`src/rtl/p5_writeback_if.sv`:
```
// Bundle between the memory stage / decode and the write-back stage.
// The master side drives the memory-stage beat and the decode read addresses.
interface p5_writeback_if;
  logic        validp4;
  logic        WriteRegp4;
  logic [2:0]  RegAddressp4;
  logic [15:0] readOutData;
  logic [15:0] aluResultp4;
  logic        memToRegp4;
  logic        outEnp4;
  logic        haltp4;
  logic [2:0]  readAddr1;
  logic [2:0]  readAddr2;
  logic [15:0] readData1;
  logic [15:0] readData2;
  logic [15:0] outPort;
  logic        outValid;
  logic        halted;
  logic [15:0] retireCount;

  modport master (
    output validp4, WriteRegp4, RegAddressp4, readOutData, aluResultp4,
           memToRegp4, outEnp4, haltp4, readAddr1, readAddr2,
    input  readData1, readData2, outPort, outValid, halted, retireCount
  );

  modport slave (
    input  validp4, WriteRegp4, RegAddressp4, readOutData, aluResultp4,
           memToRegp4, outEnp4, haltp4, readAddr1, readAddr2,
    output readData1, readData2, outPort, outValid, halted, retireCount
  );
endinterface

```
`src/rtl/p5_writeback.sv`:
```
// Write-back stage of the SIMPLE 16-bit pipeline: register file with bypassed
// read ports, OUT port register, sticky halt latch and retired-instruction counter.
module p5_writeback (
  input logic           clock,
  input logic           reset,
  p5_writeback_if.slave wb
);

  logic [15:0] regFile [8];
  logic [15:0] wbData;
  logic [15:0] outPortQ;
  logic        outValidQ;
  logic        haltedQ;
  logic [15:0] retireCountQ;
  logic        live;
  logic        liveWrite;

  // Once halted, every later beat is treated as a bubble.
  assign live      = wb.validp4 && !haltedQ;
  assign liveWrite = live && wb.WriteRegp4;
  assign wbData    = wb.memToRegp4 ? wb.readOutData : wb.aluResultp4;

  always_ff @(posedge clock) begin
    if (reset) begin
      for (int i = 0; i < 8; i++) begin
        regFile[i] <= 16'h0000;
      end
      outPortQ     <= 16'h0000;
      outValidQ    <= 1'b0;
      haltedQ      <= 1'b0;
      retireCountQ <= 16'h0000;
    end else begin
      outValidQ <= live && wb.outEnp4;
      if (liveWrite) begin
        regFile[wb.RegAddressp4] <= wbData;
      end
      if (live && wb.outEnp4) begin
        outPortQ <= wb.aluResultp4;
      end
      if (live) begin
        retireCountQ <= retireCountQ + 16'd1;
      end
      if (live && wb.haltp4) begin
        haltedQ <= 1'b1;
      end
    end
  end

  // Same-cycle bypass so decode sees the value being committed this cycle.
  always_comb begin
    wb.readData1 = regFile[wb.readAddr1];
    wb.readData2 = regFile[wb.readAddr2];
    if (liveWrite && (wb.RegAddressp4 == wb.readAddr1)) begin
      wb.readData1 = wbData;
    end
    if (liveWrite && (wb.RegAddressp4 == wb.readAddr2)) begin
      wb.readData2 = wbData;
    end
  end

  assign wb.outPort     = outPortQ;
  assign wb.outValid    = outValidQ;
  assign wb.halted      = haltedQ;
  assign wb.retireCount = retireCountQ;

endmodule

```
`src/flat_wrapper.sv`:
```
// flat-port wrapper written by rule: the top's interface ports become plain ports
module p5_writeback_flat 
  (clock, reset, wb_validp4, wb_WriteRegp4, wb_RegAddressp4, wb_readOutData, wb_aluResultp4, wb_memToRegp4, wb_outEnp4, wb_haltp4, wb_readAddr1, wb_readAddr2, wb_readData1, wb_readData2, wb_outPort, wb_outValid, wb_halted, wb_retireCount);
  p5_writeback_if wb_i ();
  input logic clock;
  input logic reset;
  input wire logic [$bits(wb_i.validp4)-1:0] wb_validp4;
  input wire logic [$bits(wb_i.WriteRegp4)-1:0] wb_WriteRegp4;
  input wire logic [$bits(wb_i.RegAddressp4)-1:0] wb_RegAddressp4;
  input wire logic [$bits(wb_i.readOutData)-1:0] wb_readOutData;
  input wire logic [$bits(wb_i.aluResultp4)-1:0] wb_aluResultp4;
  input wire logic [$bits(wb_i.memToRegp4)-1:0] wb_memToRegp4;
  input wire logic [$bits(wb_i.outEnp4)-1:0] wb_outEnp4;
  input wire logic [$bits(wb_i.haltp4)-1:0] wb_haltp4;
  input wire logic [$bits(wb_i.readAddr1)-1:0] wb_readAddr1;
  input wire logic [$bits(wb_i.readAddr2)-1:0] wb_readAddr2;
  output wire logic [$bits(wb_i.readData1)-1:0] wb_readData1;
  output wire logic [$bits(wb_i.readData2)-1:0] wb_readData2;
  output wire logic [$bits(wb_i.outPort)-1:0] wb_outPort;
  output wire logic [$bits(wb_i.outValid)-1:0] wb_outValid;
  output wire logic [$bits(wb_i.halted)-1:0] wb_halted;
  output wire logic [$bits(wb_i.retireCount)-1:0] wb_retireCount;
  assign wb_i.validp4 = wb_validp4;
  assign wb_i.WriteRegp4 = wb_WriteRegp4;
  assign wb_i.RegAddressp4 = wb_RegAddressp4;
  assign wb_i.readOutData = wb_readOutData;
  assign wb_i.aluResultp4 = wb_aluResultp4;
  assign wb_i.memToRegp4 = wb_memToRegp4;
  assign wb_i.outEnp4 = wb_outEnp4;
  assign wb_i.haltp4 = wb_haltp4;
  assign wb_i.readAddr1 = wb_readAddr1;
  assign wb_i.readAddr2 = wb_readAddr2;
  assign wb_readData1 = wb_i.readData1;
  assign wb_readData2 = wb_i.readData2;
  assign wb_outPort = wb_i.outPort;
  assign wb_outValid = wb_i.outValid;
  assign wb_halted = wb_i.halted;
  assign wb_retireCount = wb_i.retireCount;
  p5_writeback u_core (.clock(clock), .reset(reset), .wb(wb_i));
endmodule
```
`config.mk`:
```
export PLATFORM = sky130hd
export DESIGN_NAME = p5_writeback_flat
export DESIGN_NICKNAME = d
export VERILOG_FILES = /design/src/rtl/p5_writeback_if.sv /design/src/rtl/p5_writeback.sv /design/src/flat_wrapper.sv
export SDC_FILE = /design/constraint.sdc
export NUM_CORES = 1
export LEC_CHECK = 0
export BUFFER_PORTS_ARGS = -buffer_cell sky130_fd_sc_hd__buf_2
export CAP_MARGIN = 20
export CORE_MARGIN = 2
export CORE_UTILIZATION = 50
export DETAILED_ROUTE_END_ITERATION = 12
export PLACE_DENSITY_LB_ADDON = 0.3
export SLEW_MARGIN = 10
export SYNTH_ARGS = -nofsm -noshare
export SYNTH_HDL_FRONTEND = slang
export SYNTH_SLANG_ARGS = --single-unit
```
`constraint.sdc`:
```
create_clock -name clock -period 3.5 [get_ports clock]
set_input_delay 0.175 -clock clock [delete_from_list [all_inputs] [get_ports clock]]
set_output_delay 0.175 -clock clock [all_outputs]
set_load 0.005 [all_outputs]
```
Word level (Yosys, flattened, before mapping). Memory sizes are Yosys's and may differ from the RTL's. Cells that the tools add are included.

RAM bits: 128. Register bits after elaboration: 34. Word-level logic and storage cells: 27. Output and inout bits: 66. Memories: 1.

Muxes and demuxes: 11. Add/sub/neg operators: 1. Reduce and logical (&&, ||, !) cells: 8. Equality and inequality tests: 2.

Memory list: u_core.regFile (depth 8, width 16, read ports 2, clocked after Yosys merged registers in 0, wr ports 8, RTL line p5_writeback.sv:9) `logic [15:0] regFile [8];`.

Operators by type and width (number): 16-bit two-way mux (4); 16-bit by 1-bit adder with 16-bit output (second input constant) (1); 16-bit OR reduction (1); 3-bit equality test (2); 1-bit logical AND (6); 1-bit two-way mux (6); 3-bit two-way mux (1); 1-bit logical NOT (1).

Logic depth before layout (Yosys ltp). Gate-level depths: netlist (run 1).

Depth in word-level cells: 8. Mapped depth: 7. Depth with buffers taken out: 4.

Worst setup path before layout (run 1). Ideal clock, no wire load.

Path kind: reg-to-reg. Start point: register u_core.haltedQ, in the netlist u_core.wb.halted. End point: memory u_core.regFile[7][0], enable pin. Stages on the path, launching flop included: 5. Data required time: 3.125 ns. Period minus slack after synthesis: 1.903 ns. Slack: 1.597 ns. Arrival time: 1.528 ns. Path buffers: 0. Setup time: 0.375 ns. Cells stage by stage: dfxtp_1 nand3b_1 nor3b_2 nand3_1 nand2b_1.

RTL lines: start: declaration (RTL line p5_writeback.sv:13) `logic haltedQ;`; start signal: assignment (RTL line p5_writeback.sv:30) `haltedQ <= 1'b0;`; start signal: assignment (RTL line p5_writeback.sv:44) `haltedQ <= 1'b1;`; end: declaration (RTL line p5_writeback.sv:9).

==> results of run 1 <==
==> stage by stage <==
| stage | setup WS [ps] | cells | cell area, um2 | utilization (%) | total power [uW] |
|---|---|---|---|---|---|
| after detailed placement | 910 | 966 | 9080 | 56.8 | 2800 |
| after global placement | 997 | 966 | 9080 | 56.8 | 2790 |
| after global routing | 569 | 1015 | 9830 | 61.4 | 4740 |
| after CTS | 882 | 1014 | 9820 | 61.4 | 4600 |
| after floorplan | 1600 | 660 | 8260 | - | 2570 |
| final | 864 | 1015 | 9830 | 61.4 | 4580 |
==> path summary, 6_finish.rpt <==
check	end	cells after the start
worst min-delay path	u_core.wb.outPort[9]	3
worst max register to register	u_core.regFile[3][10]	4
worst min register to register	u_core.wb.outPort[3]	2
worst max-delay path	u_core.regFile[3][10]	4
==> cells by family after synthesis <==
| kind of cell | count (synthesis) |
|---|---|
| XOR/XNOR | 16 |
| multiplexers | 83 |
| AO/OA/AOI/OAI | 87 |
| flip-flops | 162 |
| AND/OR/NAND/NOR | 260 |
| adder cells (fa/ha/maj) | 1 |
| buffers and inverters | 51 |
==> worst max-delay path, delay by kind of cell (launching register included) <==
family	cells	cell delay, ps
flip-flops	1	340
AND/OR/NAND/NOR	4	1900
==> routing by layer <==
metal,GRT usage (%),up-vias,share of wire [%]
met3,4.94,41,8.7
met5,0,-,0
met1,33.5,2969,40
met4,9.44,0,2.2
met2,39.6,359,49
li1,-,2708,-
==> power breakdown <==
group	switching, uW	leakage (uW)	internal (uW)	total, uW
registers	50.2	0.00158	2150	2200
logic	312	0.00196	269	582
clock network	796	0.000278	998	1790
total	1160	0.00381	3420	4580
==> sequential cells by signal, indices dropped and copies added, names as in the netlist <==
| name | cells |
|---|---|
| u_core.wb.outPort | 16 |
| u_core.wb.outValid | 1 |
| u_core.wb.retireCount | 16 |
| u_core.wb.halted | 1 |
| u_core.regFile | 128 |
==> final cells by class <==
cell class | instances | area [um2]
clock inverters | 15 | 149
repair buffers | 157 | 948
multi-input cells | 447 | 3500
clock buffers | 17 | 425
flip-flops and latches | 162 | 4520
well taps | 216 | 270
inverters | 1 | 3.75
fillers | 1285 | 6170
==> timing repair <==
item,in CTS,in global routing
hold buffers,16,0
endpoints found under the hold margin,16,0
buffers inserted,0,0
==> layout by cell type, fill, tap and decap left out, drive strengths merged, types with 5 or more instances in the layout <==
master,Yosys,routed
nor2,146,146
buf,23,141
edfxtp,128,128
mux4,64,64
a21oi,52,52
nand2,43,43
nor2b,37,37
dfxtp,34,34
a211oi,32,32
mux2i,17,17
clkbuf,27,17
dlygate4sd3,0,16
xor2,14,14
nand2b,8,8
inv,1,8
nand3,7,7
nand4,5,5
clkinv,0,5
==> summary.md, run 1 <==
| Metric | Value |
|---|---|
| Synth warnings | 0 |
| Final HPWL DP | 14.8 mm |
| Antenna cells | 0 |
| XOR/XNOR Fraction of Synth Area | 1.70% |
| Leak pwr | 0.00381 uW |
| Root buf cell | clkbuf_16 |
| Hold WC Path Type | in -> reg |
| Post-synthesis cell count | 660 |
| Final Cycle Share | 75.3% |
| Drt first pass iters | 5 |
| Adder-Cell Fraction of Synth Area | 0.152% |
| Net Count, Synth | 709 |
| Die Wd | 133 um |
| Via density | 5.99 |
| Top post-synthesis cells by area | edfxtp_1 47%, mux4_2 17%, dfxtp_1 8.2%, nor2_1 6.6%, a21oi_1 3.2% |
| Clk_lat worst skew | 430 ps |
| Initial Utilization | 51.6% |
| Clock-pin slew on the worst setup and hold paths | 70 ps |
| First-pass GRT wire length | 33.2 mm |
| Area growth syn-to-layout | 19.0% |
| Number of global-route vias before repair | 5993 |
| Worst reg-to-reg setup slack | 860 ps |
| Asr flop ratio synth | 0% |
| Initial antenna violation count | 0 |
| # nets final | 835 |
| Cell with the most instances after synthesis | nor2_1 |
| Largest family of logic cells by synthesized area | multiplexers |
| H-tree levels | 4 |
| Critical path required time | 3550 ps |
| Final setup viols | 0 |
| FMAX | 0.379 GHz |
| Complex-gate fraction of the synthesized area | 6.27% |
| Largest net degree at the start of global routing | 41 |
| Io pins | 114 |
| Mux contribution to synthesized area | 19.8% |
| RSZ-0062 raised after global routing | false |
| Register area share after synthesis | 54.8% |
| GR Overflow Total | 0 |
| Layout cells sized above 1 | 30.3% |
| Die Ht | 133 um |
| GPL Wtd Cong | 0.858 |
| Routed WL per cell | 20.6 um |
| Core Box Area | 16000 um2 |
| Worst Setup End Kind | flip-flop |
| Number of synthesized flops with an enable pin | 128 |
| Final setup skew | 13.3 ps |
| Slew @ Worst Pin | 888 ps |
| Antenna-violating nets left | 0 |
| Slew Viols, Final | 0 |
| Iter 0 DRT Violations | 732 |
| Synth area leader | edfxtp_1 |
| Critical path cell sequence | nand3b_1 > nor3b_2 > nand2_1 > nand2b_1 |
| Cell Pwr Density | 466 nW/um2 |
| Max clock buf depth | 2 |
| Netlist cell types | 35 |
| #FFs+latches synth | 162 |
| CP max stage delay | 720 ps |
| CP max stage cell | nand2b_1 |
| Tmin final | 2640 ps |
| Post-synthesis simple-gate area fraction | 14.3% |
| Category of the critical setup timing path | reg -> reg |
| R2r startpoint | u_core.wb.halted |
| Post-CTS resize count | 0 |
| Row cnt | 46 |
| DRC viols | 0 |
| Final wirelength | 20.9 mm |
| Min Hold Slack | 4.78 ps |
| CTS tree | done |
| Top cell type's share of synthesized area | 46.6% |
| Num CTS Buffers | 17 |
| Hold path start | wb_aluResultp4[9] |
| Worst Setup SP | u_core.wb.halted |
| Avg Cell Area, Syn | 12.5 um2 |
| CTS sink count | 162 |
| Critical Path Source Type | flip-flop |
| Critical path data arrival time | 2690 ps |
| Post-synth top cells | 146 x nor2_1, 128 x edfxtp_1, 64 x mux4_2 |
| Peak supply drop | 0.328 mV |
| Status | complete, no violations |
| # port buffers | 113 |
| Slew HR | 40.8% |
| Crit path max fanout | 17 |
| Top_reg_cell synth | edfxtp_1 |
| Via count | 6077 |
| Full die area | 17600 um2 |
| Max-cap violations | 0 |
| Cell Area, Synth | 8260 um2 |
| Setup TNS | 0 ps |
| Final count of hold timing violations | 0 |
| Total GRT Usage | 24.7% |
No activity file was read; power rests on OpenSTA's default activity.
==> run 2, diff against run 1 <==
- clock period: 3.5 -> 2.5 ns (I/O delays scaled with it)
==> summary.md, run 2 (synthesis gave the netlist of run 1 again) <==
| Metric | Value |
|---|---|
| Status | complete, no violations |
| CTS sink count | 162 |
| Post-route cell area | 10100 um2 |
| Initial antenna violation count | 0 |
| Filler Cells Inserted | 1240 |
| PnR worst setup slack | 77.4 ps |
| # port buffers | 113 |
| Number of global-route vias before repair | 6442 |
| Antenna cells | 0 |
| Final setup viols | 0 |
| Dpl ws | 510 ps |
| Largest net degree at the start of global routing | 47 |
| GR Overflow Total | 0 |
| Total GRT Usage | 26.6% |
| Clock-pin slew on the worst setup and hold paths | 60 ps |
| Worst reg-to-reg setup slack | 450 ps |
| Overall Power | 6720 uW |
| Post-DP Area | 9280 um2 |
| Io pins | 114 |
| Quantity of hold-fixing buffers added after cts | 18 |
| CP max stage cell | nor4_4 |
| Via count | 6239 |
| Post-CTS resize count | 0 |
| RSZ-0062 raised after global routing | false |
| Critical path required time | 2380 ps |
| Met3 Use GR | 5.98% |
| DRC viols | 0 |
| Initial Utilization | 51.6% |
| Critical path data arrival time | 2300 ps |
| Clk_lat worst skew | 430 ps |
| H-tree levels | 4 |
| Final setup skew | 5.27 ps |
| GR Layer Usage met2 | 46.3% |
| Category of the critical setup timing path | reg -> out |
| Cell Pwr Density | 666 nW/um2 |
| GRT met1 Usage | 31.4% |
| # nets final | 852 |
| Setup TNS | 0 ps |
| Slew HR | 46.9% |
| Post-CTS setup buffer count | 0 |
| Multi-input logic area | 3500 um2 |
| Iter 0 DRT Violations | 582 |
| Core Box Area | 16000 um2 |
| Critical path cell sequence | nand3b_1 > nor4_4 > buf_12 > a211oi_1 > a21oi_1 > buf_2 |
| Final HPWL DP | 14.7 mm |
| Commonest non-fill, non-tap cell in the layout | nor2_1 |
| Final count of hold timing violations | 0 |
| Hold depth | 4 |
| Routed WL per cell | 22.2 um |
| Critical Path Source Type | flip-flop |
| Die Wd | 133 um |
| Post-Layout Cell Count | 1032 |
| Via density | 6.05 |
| Worst Setup End Kind | output port |
| Most Crowded Layer GR | met2 |
| Leak pwr | 0.00393 uW |
| Hold WC Path Type | in -> reg |
| Row cnt | 46 |
| Tmin final | 2420 ps |
| Full die area | 17600 um2 |
| Final Cycle Share | 96.9% |
| Antenna-violating nets left | 0 |
| Area growth syn-to-layout | 22.2% |
| First-pass GRT wire length | 35.2 mm |
| CTS tree | done |
| Die Ht | 133 um |
| Number of flip-flops in the largest register | 128 |
| Drt first pass iters | 5 |
| Max-cap violations | 0 |
| Slew @ Worst Pin | 796 ps |
| R2R depth | 5 |
| Max clock buf depth | 2 |
| Crit path max fanout | 32 |
| GPL Wtd Cong | 0.853 |
| Num CTS Buffers | 17 |
| Final wirelength | 22.9 mm |
| DP Cell Count | 982 |
| Sequential cell area | 4520 um2 |
| Peak supply drop | 0.428 mV |
| Root buf cell | clkbuf_16 |
| Most frequent cells in the layout | 146 x nor2_1, 128 x edfxtp_1, 113 x buf_2 |
| CP max stage delay | 420 ps |
| Register bank with the most flops | u_core.regFile |
| Layout cells sized above 1 | 31.5% |
| Slew Viols, Final | 0 |
| FMAX | 0.413 GHz |
run 2: cell types whose count changed in the layout (fill, tap and decap cells not counted), sizes merged:
cell,before,now
inv,8,3
dlygate4sd3,16,18
buf,141,156
clkinvlp,2,4
bufinv,1,4
run 2: worst max-delay path, delay by kind of cell, from the launching register on:
kind	cells	cell delay, ps
flip-flops	1	350
AND/OR/NAND/NOR	2	800
buffers and inverters	2	400
AO/OA/AOI/OAI	2	290
run 2: final timing paths:
kind,start,end
setup reg to reg,u_core.wb.halted,u_core.regFile[7][8]
setup / recovery,u_core.wb.halted,wb_readData1[5]
hold reg to reg,u_core.wb.outPort[3],u_core.wb.outPort[3]
hold / removal,wb_readOutData[7],u_core.regFile[3][7]
run 2: layer usage:
metal	routed length [um]	share of wire, %
met1	8280	36
met2	11700	51
met3	2020	8.8
met4	857	3.7
met5	0	0
run 2: through the flow:
step / hold WS [ps] / util, %
2_1_floorplan: 261 / -
3_3_place_gp: 360 / 58.0
3_5_place_dp: 380 / 58.0
4_1_cts: 215 / 63.1
5_1_grt: 240 / 63.1
6_report: 220 / 63.1
run 2: area by class of cell:
type / instances / share of cell area (%)
timing repair buffer: 174 / 11.5
inverter: 1 / 0.0372
sequential: 162 / 44.8
multi-input combinational: 447 / 34.7
clock inverter: 15 / 2.06
tap: 216 / 2.68
clock buffer: 17 / 4.22
run 2: power by group:
part | total (uW) | switching, uW | leakage [uW] | internal, uW
sequential | 3080 | 66.0 | 0.00158 | 3010
clock | 2790 | 1110 | 0.000296 | 1680
combinational | 852 | 451 | 0.00206 | 401
total | 6720 | 1620 | 0.00393 | 5090
